[src/rtl/fifo_port_sched.sv]
// Port scheduler for a single-clock FIFO: round-robin write arbitration across
// NREQ producers, one read consumer, and an internal level count.
//
// Handshake rules: a producer holds req[i] and req_data[i] until it sees gnt[i].
// A word transfers on each rising edge where req[i] & gnt[i] is 1.
// The consumer holds rd_req and is served on each rising edge where rd_ack is 1.
// The data arrives two cycles later, qualified by rd_valid.
module fifo_port_sched #(
  parameter int NREQ  = 4,
  parameter int DW    = 16,
  parameter int DEPTH = 1024,
  parameter int CW    = 11
) (
  input  logic               clk,
  input  logic               rst_n,
  input  logic [NREQ-1:0]    req,
  input  logic [NREQ*DW-1:0] req_data,
  output logic [NREQ-1:0]    gnt,
  input  logic               rd_req,
  output logic               rd_ack,
  output logic               rd_valid,
  output logic [DW-1:0]      rd_data,
  output logic               fifo_wr,
  output logic               fifo_rd,
  output logic [DW-1:0]      fifo_in_data,
  input  logic [DW-1:0]      fifo_out_data,
  input  logic               fifo_empty,
  input  logic               fifo_full,
  output logic [CW-1:0]      level,
  output logic               err
);

  localparam int RRW = $clog2(NREQ);

  typedef enum logic [1:0] {
    OP_IDLE  = 2'd0,
    OP_WRITE = 2'd1,
    OP_READ  = 2'd2
  } op_e;

  logic            fifo_wr_q, fifo_wr_d;
  logic            fifo_rd_q, fifo_rd_d;
  logic [DW-1:0]   fifo_in_data_q, fifo_in_data_d;
  logic            rd_valid_q, rd_valid_d;
  logic [CW-1:0]   level_q, level_d;
  logic            err_q, err_d;
  logic [RRW-1:0]  rr_q, rr_d;
  op_e             last_op_q, last_op_d;

  op_e             op_sel;
  logic            wc, rc;
  logic            win_found;
  logic [RRW-1:0]  win_idx;
  logic [RRW-1:0]  cand;

  // Round-robin search starting at rr_q.
  always_comb begin
    win_found = 1'b0;
    win_idx   = rr_q;
    cand      = rr_q;
    for (int k = 0; k < NREQ; k++) begin
      cand = RRW'((int'(rr_q) + k) % NREQ);
      if (!win_found && req[cand]) begin
        win_found = 1'b1;
        win_idx   = cand;
      end
    end
  end

  // Decisions use only the internal level, never the lagging FIFO flags.
  always_comb begin
    wc     = (|req) && win_found && (level_q < CW'(DEPTH));
    rc     = rd_req && (level_q != '0);
    op_sel = OP_IDLE;
    if (wc && rc) begin
      op_sel = (last_op_q == OP_WRITE) ? OP_READ : OP_WRITE;
    end else if (wc) begin
      op_sel = OP_WRITE;
    end else if (rc) begin
      op_sel = OP_READ;
    end
  end

  always_comb begin
    gnt            = '0;
    rd_ack         = 1'b0;
    fifo_wr_d      = 1'b0;
    fifo_rd_d      = 1'b0;
    fifo_in_data_d = fifo_in_data_q;
    level_d        = level_q;
    rr_d           = rr_q;
    last_op_d      = last_op_q;
    rd_valid_d     = fifo_rd_q;
    err_d          = err_q | (fifo_wr_q & fifo_full) | (fifo_rd_q & fifo_empty);
    case (op_sel)
      OP_WRITE: begin
        gnt[win_idx]   = 1'b1;
        fifo_wr_d      = 1'b1;
        fifo_in_data_d = req_data[int'(win_idx)*DW +: DW];
        level_d        = level_q + CW'(1);
        rr_d           = RRW'((int'(win_idx) + 1) % NREQ);
        last_op_d      = OP_WRITE;
      end
      OP_READ: begin
        rd_ack    = 1'b1;
        fifo_rd_d = 1'b1;
        level_d   = level_q - CW'(1);
        last_op_d = OP_READ;
      end
      default: ;
    endcase
  end

  always_ff @(posedge clk or negedge rst_n) begin
    if (!rst_n) begin
      fifo_wr_q      <= 1'b0;
      fifo_rd_q      <= 1'b0;
      fifo_in_data_q <= '0;
      rd_valid_q     <= 1'b0;
      level_q        <= '0;
      err_q          <= 1'b0;
      rr_q           <= '0;
      last_op_q      <= OP_READ;
    end else begin
      fifo_wr_q      <= fifo_wr_d;
      fifo_rd_q      <= fifo_rd_d;
      fifo_in_data_q <= fifo_in_data_d;
      rd_valid_q     <= rd_valid_d;
      level_q        <= level_d;
      err_q          <= err_d;
      rr_q           <= rr_d;
      last_op_q      <= last_op_d;
    end
  end

  assign fifo_wr      = fifo_wr_q;
  assign fifo_rd      = fifo_rd_q;
  assign fifo_in_data = fifo_in_data_q;
  assign rd_valid     = rd_valid_q;
  assign rd_data      = fifo_out_data;
  assign level        = level_q;
  assign err          = err_q;

endmodule

[config.mk]
export PLATFORM = sky130hd
export DESIGN_NAME = fifo_port_sched
export DESIGN_NICKNAME = d
export VERILOG_FILES = /design/src/rtl/fifo_port_sched.sv
export SDC_FILE = /design/constraint.sdc
export NUM_CORES = 1
export LEC_CHECK = 0
export BUFFER_PORTS_ARGS = -buffer_cell sky130_fd_sc_hd__buf_2
export CORE_MARGIN = 2
export CORE_UTILIZATION = 46
export CTS_BUF_LIST = sky130_fd_sc_hd__clkbuf_4 sky130_fd_sc_hd__clkbuf_8
export DETAILED_ROUTE_END_ITERATION = 16
export PLACE_DENSITY = 0.81
export SYNTH_ARGS = -nofsm -noshare
export SYNTH_HDL_FRONTEND = slang
export SYNTH_SLANG_ARGS = --single-unit
[constraint.sdc]
create_clock -name clk -period 3.15 [get_ports clk]
set_input_delay 0.1575 -clock clk [delete_from_list [all_inputs] [get_ports clk]]
set_output_delay 0.1575 -clock clk [all_outputs]
set_load 0.02 [all_outputs]
# Yosys cells after proc, flatten, opt, wreduce, memory -nomap -nowiden
# Index checks and enable logic that the tools add are counted.
# classes
reduce_logical	14
shifts	1
mux	26
n_eq_ne	3
order_cmp	7
n_addsub	6
bitwise_logic	4
# ops
op	n
variable part select 64 x 7 -> 16 bit	1
case mux 11 bit (2 select lines)	1
< comparator 2 x 3 -> 1 bit (second input constant)	5
two-way mux 2 bit	7
adder 11 x 1 -> 11 bit (second input constant)	1
< comparator 11 bit (second input constant)	1
two-way mux 1 bit	11
nonzero test 11 bit	1
subtractor 11 x 1 -> 11 bit (second input constant)	1
binary-select mux 1 bit (select 2 bit)	4
logical AND 1 bit	8
adder 2 x 1 -> 2 bit (second input constant)	2
adder 2 bit (second input constant)	2
== test 2 x 1 -> 1 bit (second input constant)	2
two-way mux 4 bit	1
case mux 2 bit (2 select lines)	1
OR reduction 4 bit	1
zero test 1 bit	3
AND 1 bit	2
demux 1 bit (select 2 bit)	1
== test 2 bit (second input constant)	1
>= comparator 2 x 1 -> 1 bit (second input constant)	1
OR 1 bit	2
nonzero test 2 bit	1
# word_totals
reg_bits	35
out_inout_bits	52
in_bits	89
wordCells	69

# Longest topological paths before layout
# Gate-level depths: netlist of the first run.
# logic_depth
ltp_word	18
mapped_depth	11

# Worst setup path after synthesis of the first run
# OpenSTA, ideal clock, no wires.
# synth_path
path_kind	register -> register
start	register level_q[1], in the netlist level[1]
end	register level_q[9], in the netlist level[9]
setup_ns	0.083
arrival_time_ns	2.574
path_stages_with_launch	11
t_required_ns	3.067
slack_ns	0.493
n_path_buf	0
path_cell_list	dfrtp_1 -> nor4_2 -> nand3_1 -> o311a_2 -> ha_1 -> a211oi_1 -> o21bai_1 -> o41ai_1 -> o21ai_0 -> xnor2_1 -> o21ai_0
# synth_between
elab_chain_len	7
# synth_lines
element	line	text
start, declared	45	logic [CW-1:0] level_q, level_d;
start signal, assigned	129	level_q <= level_d;
branches (longest 7 deep; another with < comparator 11 bit)	n/a	
# Parallel ways; which one is timed is not known.
# A chain may end at the register's enable or synchronous reset.

# Final worst setup path of the first run
# layout_path
start	register level_q[0], in the netlist level[0]
end	register level_q[9], in the netlist level[9]
# Same word-level chain as after synthesis.

==> summary.md, run 1 <==
| Metric | Value |
|---|---|
| Critical path type | reg -> reg |
| Longest Clk Path Bufs | 2 |
| # setup viols final | 0 |
| CORE AREA | 0.00514 mm^2 |
| GPL Wtd Cong | 0.806 |
| CTS tree | yes |
| Status | finished, final reports clean |
| Worst Setup End Kind | flop |
| Syn nets | 346 |
| DRC viols | 0 |
| Port buffer count | 108 |
| Arrival time worst endpoint | 2950 ps |
| Most used standard cell by instance count after synthesis | nand2_1 |
| First-pass GRT wire length | 9450 um |
| Root buf cell | clkbuf_8 |
| Final #Nets | 440 |
| CTS buffer count | 5 |
| Top FF cell, synth | dfrtp_1 |
| Wire length per cell | 14.4 um |
| Final hold vios | 0 |
| Hold crit path type | in -> reg |
| Clock transition at path regs | about 70 ps |
| Synth cell count leaders | nand2_1, dfrtp_1, mux2i_1 |
| Cells after synthesis | 243 |
| Via density | 5.25 |
| Hold slack | 120 ps |
| Maximum fanout along the worst path | 14 |
| Worst slack, placed | 296 ps |
| Clk_skew | 8.59 ps |
| Pre-Repair DR Iteration Count | 4 |
| Design Power | 3.21 mW |
| Area of the die | 0.00595 mm^2 |
| Die span in x | 77.1 um |
| Final min period | 2740 ps |
| Synthesis-stage register bit count | 35 |
| PwrDens | 1060 mW/mm^2 |
| Vert. Die Dim | 77.1 um |
| Remaining global-route overflow | 0 |
| Share of cells above drive strength 1 | 41.4% |
| Worst-Margin Slew | 798 ps |
| Placed insts | 399 |
| Post-CTS Setup Bufs | 0 |
| Mapped Avg Cell Area | a little over 10 um^2 |
| Design Area, Final | roughly 0.003 mm^2 |
| Remaining antenna violation count after routing | 0 |
| Placed Area | 0.00293 mm^2 |
| Synth async-reset ratio | 100% |
| Req. time, crit path | 3360 ps |
| Initial core utilization | around 48% |
| Routed wire length | about 5900 um |
| Non-filler cells, final | 408 |
| Peak supply drop | ~560 uV |
| Utilization after layout | between 50% and 60% |
| Setup TNS | 0 ps |
| Synth top area cells | dfrtp_1, mux2i_1, ha_1, o221ai_2, nand2_1 |
| Max Cap Viol | 0 |
| Ys Warns | 0 |
| RSZ-0062 raised after global routing | no |
| Final worst-path cycle share | between 80 and 90% |
| Register area share after synthesis | a little over a third |
| Final HPWL DP | 4360 um |
| Largest net degree at the start of global routing | 36 |
| Fmax | 0.365 GHz |
| Synth area leader | dfrtp_1 |
| Final worst slack | 409 ps |
| CP Launch Type | flop |
| CTS HTree Levels | 2 |
| Number of diodes | 0 |
| Overall Global Routing Usage | 19.7% |
| Slew headroom | 46.8% |
| Initial antenna violation count | 0 |
| Mapped Area | 0.00246 mm^2 |
| Clock Sinks | 35 |
| Layout area overhead | 23.4% |
| Post-synth EDFFs | 0 |
| Initial DRC Count | between 50 and 60 |
| P_leak | between 1.5 and 2 nW |
| Yosys top cell area share | about a third |
| Routed via count | 2144 |
| Clk_lat worst skew | 290 ps |
| IO Pins | 141 |
| Row cnt | 26 |
| Number of global-route vias before repair | 2029 |
| Yosys cell types | 43 |
| Max-slew violations | 0 |
[what timing repair did]
action | in CTS | in global routing
hold buffers | 1 | 0
resized for setup | 0 | 1
endpoints found under the setup margin | 0 | 1
endpoints found under the hold margin | 34 | 0
[power by group]
group	switching, mW	internal (mW)
logic	1.17	0.831
clock network	0.161	0.185
registers	0.178	0.682
[final cells by class]
class                           instances  area, um^2
Clock buffer                            7        90.1
Timing Repair Buffer                  111         566
Clock inverter                          1        5.00
Fill cell                             456        2100
Sequential cell                        35         877
Tap cell                               70        87.6
Inverter                                7        33.8
Multi-Input combinational cell        177        1380
[metal layers]
layer / up-vias / GRT usage, % / part of all wire (%) / routed length, um
li1: 1060 / - / - / -
met1: 1015 / 24.1 / 42 / 2440
met2: 59 / 34.2 / 52 / 3030
met3: 10 / 3.88 / 5.1 / 300
met4: 0 / 7.14 / 1.6 / 91
met5: - / 0 / 0 / 0
[critical path, stage by stage, from the launching register on]
cell and delay, ps:
dfrtp_1 460, nor4_2 290, nand3_1 180, o311a_2 260, ha_1 350, a211oi_1 250, o21bai_1 150, o41ai_2 300
o21ai_0 160, xnor2_1 140, o21ai_0 130
[flip-flops by register name (all words and copies together), names as in the netlist]
signal and flops:
level 11, fifo_in_data 16, fifo_wr 1, fifo_rd 1, err 1, rd_valid 1, rr_q 2, last_op_q 2
[layout by cell type, fill, tap and decap left out, types with 2 or more instances in the layout]
cell type / n
o221ai_1: 6
clkbuf_8: 6
buf_2: 108
o21ai_0: 17
nor4_1: 2
and2_1: 4
nor2b_1: 4
mux2i_1: 33
nand2_1: 38
o221ai_2: 10
mux2_2: 2
xnor2_1: 5
nor2_1: 5
a21oi_1: 10
nand2_4: 2
inv_1: 6
buf_4: 2
xor2_1: 4
dfrtp_1: 34
ha_1: 13
[path summary, 6_finish.rpt]
kind | from | endpoint | slack, ps | cells past startpoint
max | level[0] | level[9] | 410 | 10
min | fifo_empty | err | 120 | 2
max reg2reg | level[0] | level[9] | 410 | 10
min reg2reg | fifo_rd | rd_valid | 420 | 0
max in group asynchronous | rst_n | last_op_q[0] | 2130 | 2
min in group asynchronous | rst_n | fifo_in_data[4] | 510 | 2
[kinds of logic (layout without fill, tap and decap cells)]
| kind of cell | after synthesis | after routing | synth area share, % |
|---|---|---|---|
| compound gates | 57 | 57 | 18.7 |
| xor+xnor | 9 | 9 | 3.20 |
| fa+ha+maj | 14 | 14 | 7.42 |
| buf+inv | 31 | 126 | 8.74 |
| flops | 35 | 35 | 35.6 |
| mux | 35 | 35 | 14.3 |
| simple gates | 62 | 62 | 12.0 |
Note: power is estimated with default switching activity, not from simulation.
==> inputs of run 2 (changes only) <==
--- a/config.mk
+++ b/config.mk
@@ -7,10 +7,9 @@
 export LEC_CHECK = 0
 export BUFFER_PORTS_ARGS = -buffer_cell sky130_fd_sc_hd__buf_2
 export CORE_MARGIN = 2
-export CORE_UTILIZATION = 46
-export CTS_BUF_LIST = sky130_fd_sc_hd__clkbuf_4 sky130_fd_sc_hd__clkbuf_8
+export CORE_UTILIZATION = 45
 export DETAILED_ROUTE_END_ITERATION = 16
-export PLACE_DENSITY = 0.81
+export PLACE_DENSITY = 0.8
 export SYNTH_ARGS = -nofsm -noshare
 export SYNTH_HDL_FRONTEND = slang
 export SYNTH_SLANG_ARGS = --single-unit
==> run 2 against run 1 <==
Core utilization shrank 1.0 points; clock skew shrank 3.2 ps; first-iteration DRC count shrank 7.0%; critical path type unchanged; register-to-register slack lost 60 ps; design area shrank 0.49%; sequential power shrank 0.8%; sequential cell count is the same; highest routed layer unchanged.
==> summary.md, run 2 (synthesized netlist as in run 1, its figures left out) <==
| Metric | Value |
|---|---|
| Worst-Margin Slew | 794 ps (-3.78 ps) |
| Pre-Repair DR Iteration Count | 4 (unchanged) |
| Worst-path cell chain | nor4_2 > nand3_1 > o311a_2 > ha_1 > a211oi_1 > o21bai_1 > o41ai_1 > o21ai_0 > xnor2_1 > o21ai_0 |
| Hold worst-path end | err |
| Wire length per cell | 14.1 um (-2.1%) |
| Arrival time worst endpoint | 3010 ps (+60 ps) |
| Maximum fanout along the worst path | 14 (unchanged) |
| Final hold vios | 0 (unchanged) |
| Clock Sinks | 35 (unchanged) |
| Fmax | 0.358 GHz (-2.0%) |
| Remaining global-route overflow | 0 (unchanged) |
| Max-slew violations | 0 (unchanged) |
| Most frequent cells in the layout | buf_2, nand2_1, dfrtp_1 |
| Via density | 5.14 (-2.2%) |
| Root buf cell | clkbuf_8 |
| R2R Setup Slk | 350 ps (-60 ps) |
| Die span in x | 78.0 um (+1.0%) |
| Slew headroom | 47.1% (+0.25 points) |
| Initial antenna violation count | 0 (unchanged) |
| Routed via count | 2091 (-2.5%) |
| Longest Clk Path Bufs | 2 (unchanged) |
| CORE AREA | 0.00520 mm^2 (+1.3%) |
| GPL Wtd Cong | 0.806 (about the same) |
| CTS buffer count | 5 (unchanged) |
| Layout area overhead | 22.8% |
| Final worst-path cycle share | 88.8% (+1.8 points) |
| Peak supply drop | 421 uV (-24%) |
| First-pass GRT wire length | 9230 um (-2.3%) |
| Register Area | 877 um^2 (unchanged) |
| CP Launch Type | flop |
| Req. time, crit path | 3360 ps (about the same) |
| Worst hold start | fifo_empty |
| Initial core utilization | 47.3% (-0.60 points) |
| P_leak | 1.53 nW (-0.59%) |
| # setup viols final | 0 (unchanged) |
| Hold crit path type | in -> reg |
| Setup TNS | 0 ps (unchanged) |
| Crit Reg-Reg Startpoint | level[1] |
| Overall Global Routing Usage | 18.8% (-0.91 points) |
| Initial DRC Count | 53 (-7.0%) |
| Routed wire length | 5720 um (-2.4%) |
| Post-CTS sizing | 0 (unchanged) |
| Multi-input gate area | 0.00137 mm^2 (-0.54%) |
| CP max stage delay | 440 ps (-20 ps) |
| Remaining antenna violation count after routing | 0 (unchanged) |
| Share of cells above drive strength 1 | 40.9% (-0.47 points) |
| Final #Nets | 440 (unchanged) |
| Commonest non-fill, non-tap cell in the layout | buf_2 |
| RSZ-0062 raised after global routing | no |
| Hold path depth | 2 (unchanged) |
| Number of flip-flops in the largest register | 16 (unchanged) |
| Number of global-route vias before repair | 2059 (+1.5%) |
| CTS HTree Levels | 2 (unchanged) |
| Worst Setup End Kind | flop |
| Status | finished, final reports clean |
| Top cell by count, worst path | o21ai_0 |
| Fillers | 480 (+5.3%) |
| Max Cap Viol | 0 (unchanged) |
| DRC viols | 0 (unchanged) |
| Worst reg2reg path endpoint | level[9] |
| Row cnt | 26 (unchanged) |
| Port buffer count | 108 (unchanged) |
| Area of the die | 0.00608 mm^2 (+2.1%) |
| Critical path type | reg -> reg |
| Final HPWL DP | 4400 um (+0.88%) |
| Largest net degree at the start of global routing | 36 (unchanged) |
| Clock transition at path regs | 70 ps (about the same) |
| IO Pins | 141 (unchanged) |
| Slowest stage cell, crit path | dfrtp_1 |
| Final min period | 2800 ps (+55.7 ps) |
| Utilization after layout | 58.1% (-1.0 points) |
| Number of diodes | 0 (unchanged) |
| Vert. Die Dim | 78.0 um (+1.0%) |
| PwrDens | 1050 mW/mm^2 (-0.69%) |
| CTS tree | yes |
| Cts hold-fix bufs | 1 (unchanged) |
| Post-CTS Setup Bufs | 0 (unchanged) |
| Clk_lat worst skew | 280 ps (about the same) |
| R2R depth | 10 (unchanged) |
| Clk_skew | 5.34 ps (-3.24 ps) |
run 2: changes by cell type in the layout (fill, tap and decap cells not counted):
cell,previous run,this run
o41ai_1,0,1
o41ai_2,1,0
clkbuf_4,1,0
run 2: where the power goes:
group / switching (mW) / total (mW) / internal (mW)
clock: 0.160 / 0.331 / 0.172
sequential: 0.171 / 0.853 / 0.682
combinational: 1.16 / 1.99 / 0.824
total: 1.49 / 3.17 / 1.68
run 2: area by class of cell:
| class | count | area share (%) |
|---|---|---|
| multi-input cells | 177 | 45.4 |
| flip-flops and latches | 35 | 29.0 |
| repair buffers | 111 | 18.7 |
| well taps | 70 | 2.90 |
| clock buffers | 6 | 2.73 |
| inverters | 7 | 1.12 |
| clock inverters | 1 | 0.166 |
run 2: per-stage QoR:
stage          total power, mW  std cells  hold WS (ps)  instance area (um^2)  setup slack, ps
6_report                  3.17        407           113                  3020              353
5_1_grt                   3.46        407           102                  3020             47.2
4_1_cts                   3.21        407           106                  3020              333
3_5_place_dp              2.86        399           302                  2930              317
3_3_place_gp              2.82        399           285                  2930              428
2_1_floorplan             2.40        243          -138                  2460              493
run 2: worst max-delay path, delay by kind of cell (launching register included):
kind,cells,cell delay [ps]
AO/OA/AOI/OAI,6,1340
XOR/XNOR,1,140
adder cells (fa/ha/maj),1,350
flip-flops,1,440
AND/OR/NAND/NOR,2,460
run 2: metal layers:
metal,wire [um],share of wire (%),track usage [%]
met1,2360,41,21.6
met2,3000,52,34.1
met3,318,5.6,4.88
met4,40,0.70,5.44
met5,0,0,0
run 2: worst max-delay path by stage:
stage | from | endpoint | cells past startpoint
after floorplan | level[1] | level[9] | 10
after global placement | level[0] | level[9] | 10
after detailed placement | req[1] | level[8] | 10
after CTS | level[1] | level[9] | 10
after global routing | level[1] | level[9] | 10
final | level[1] | level[9] | 10
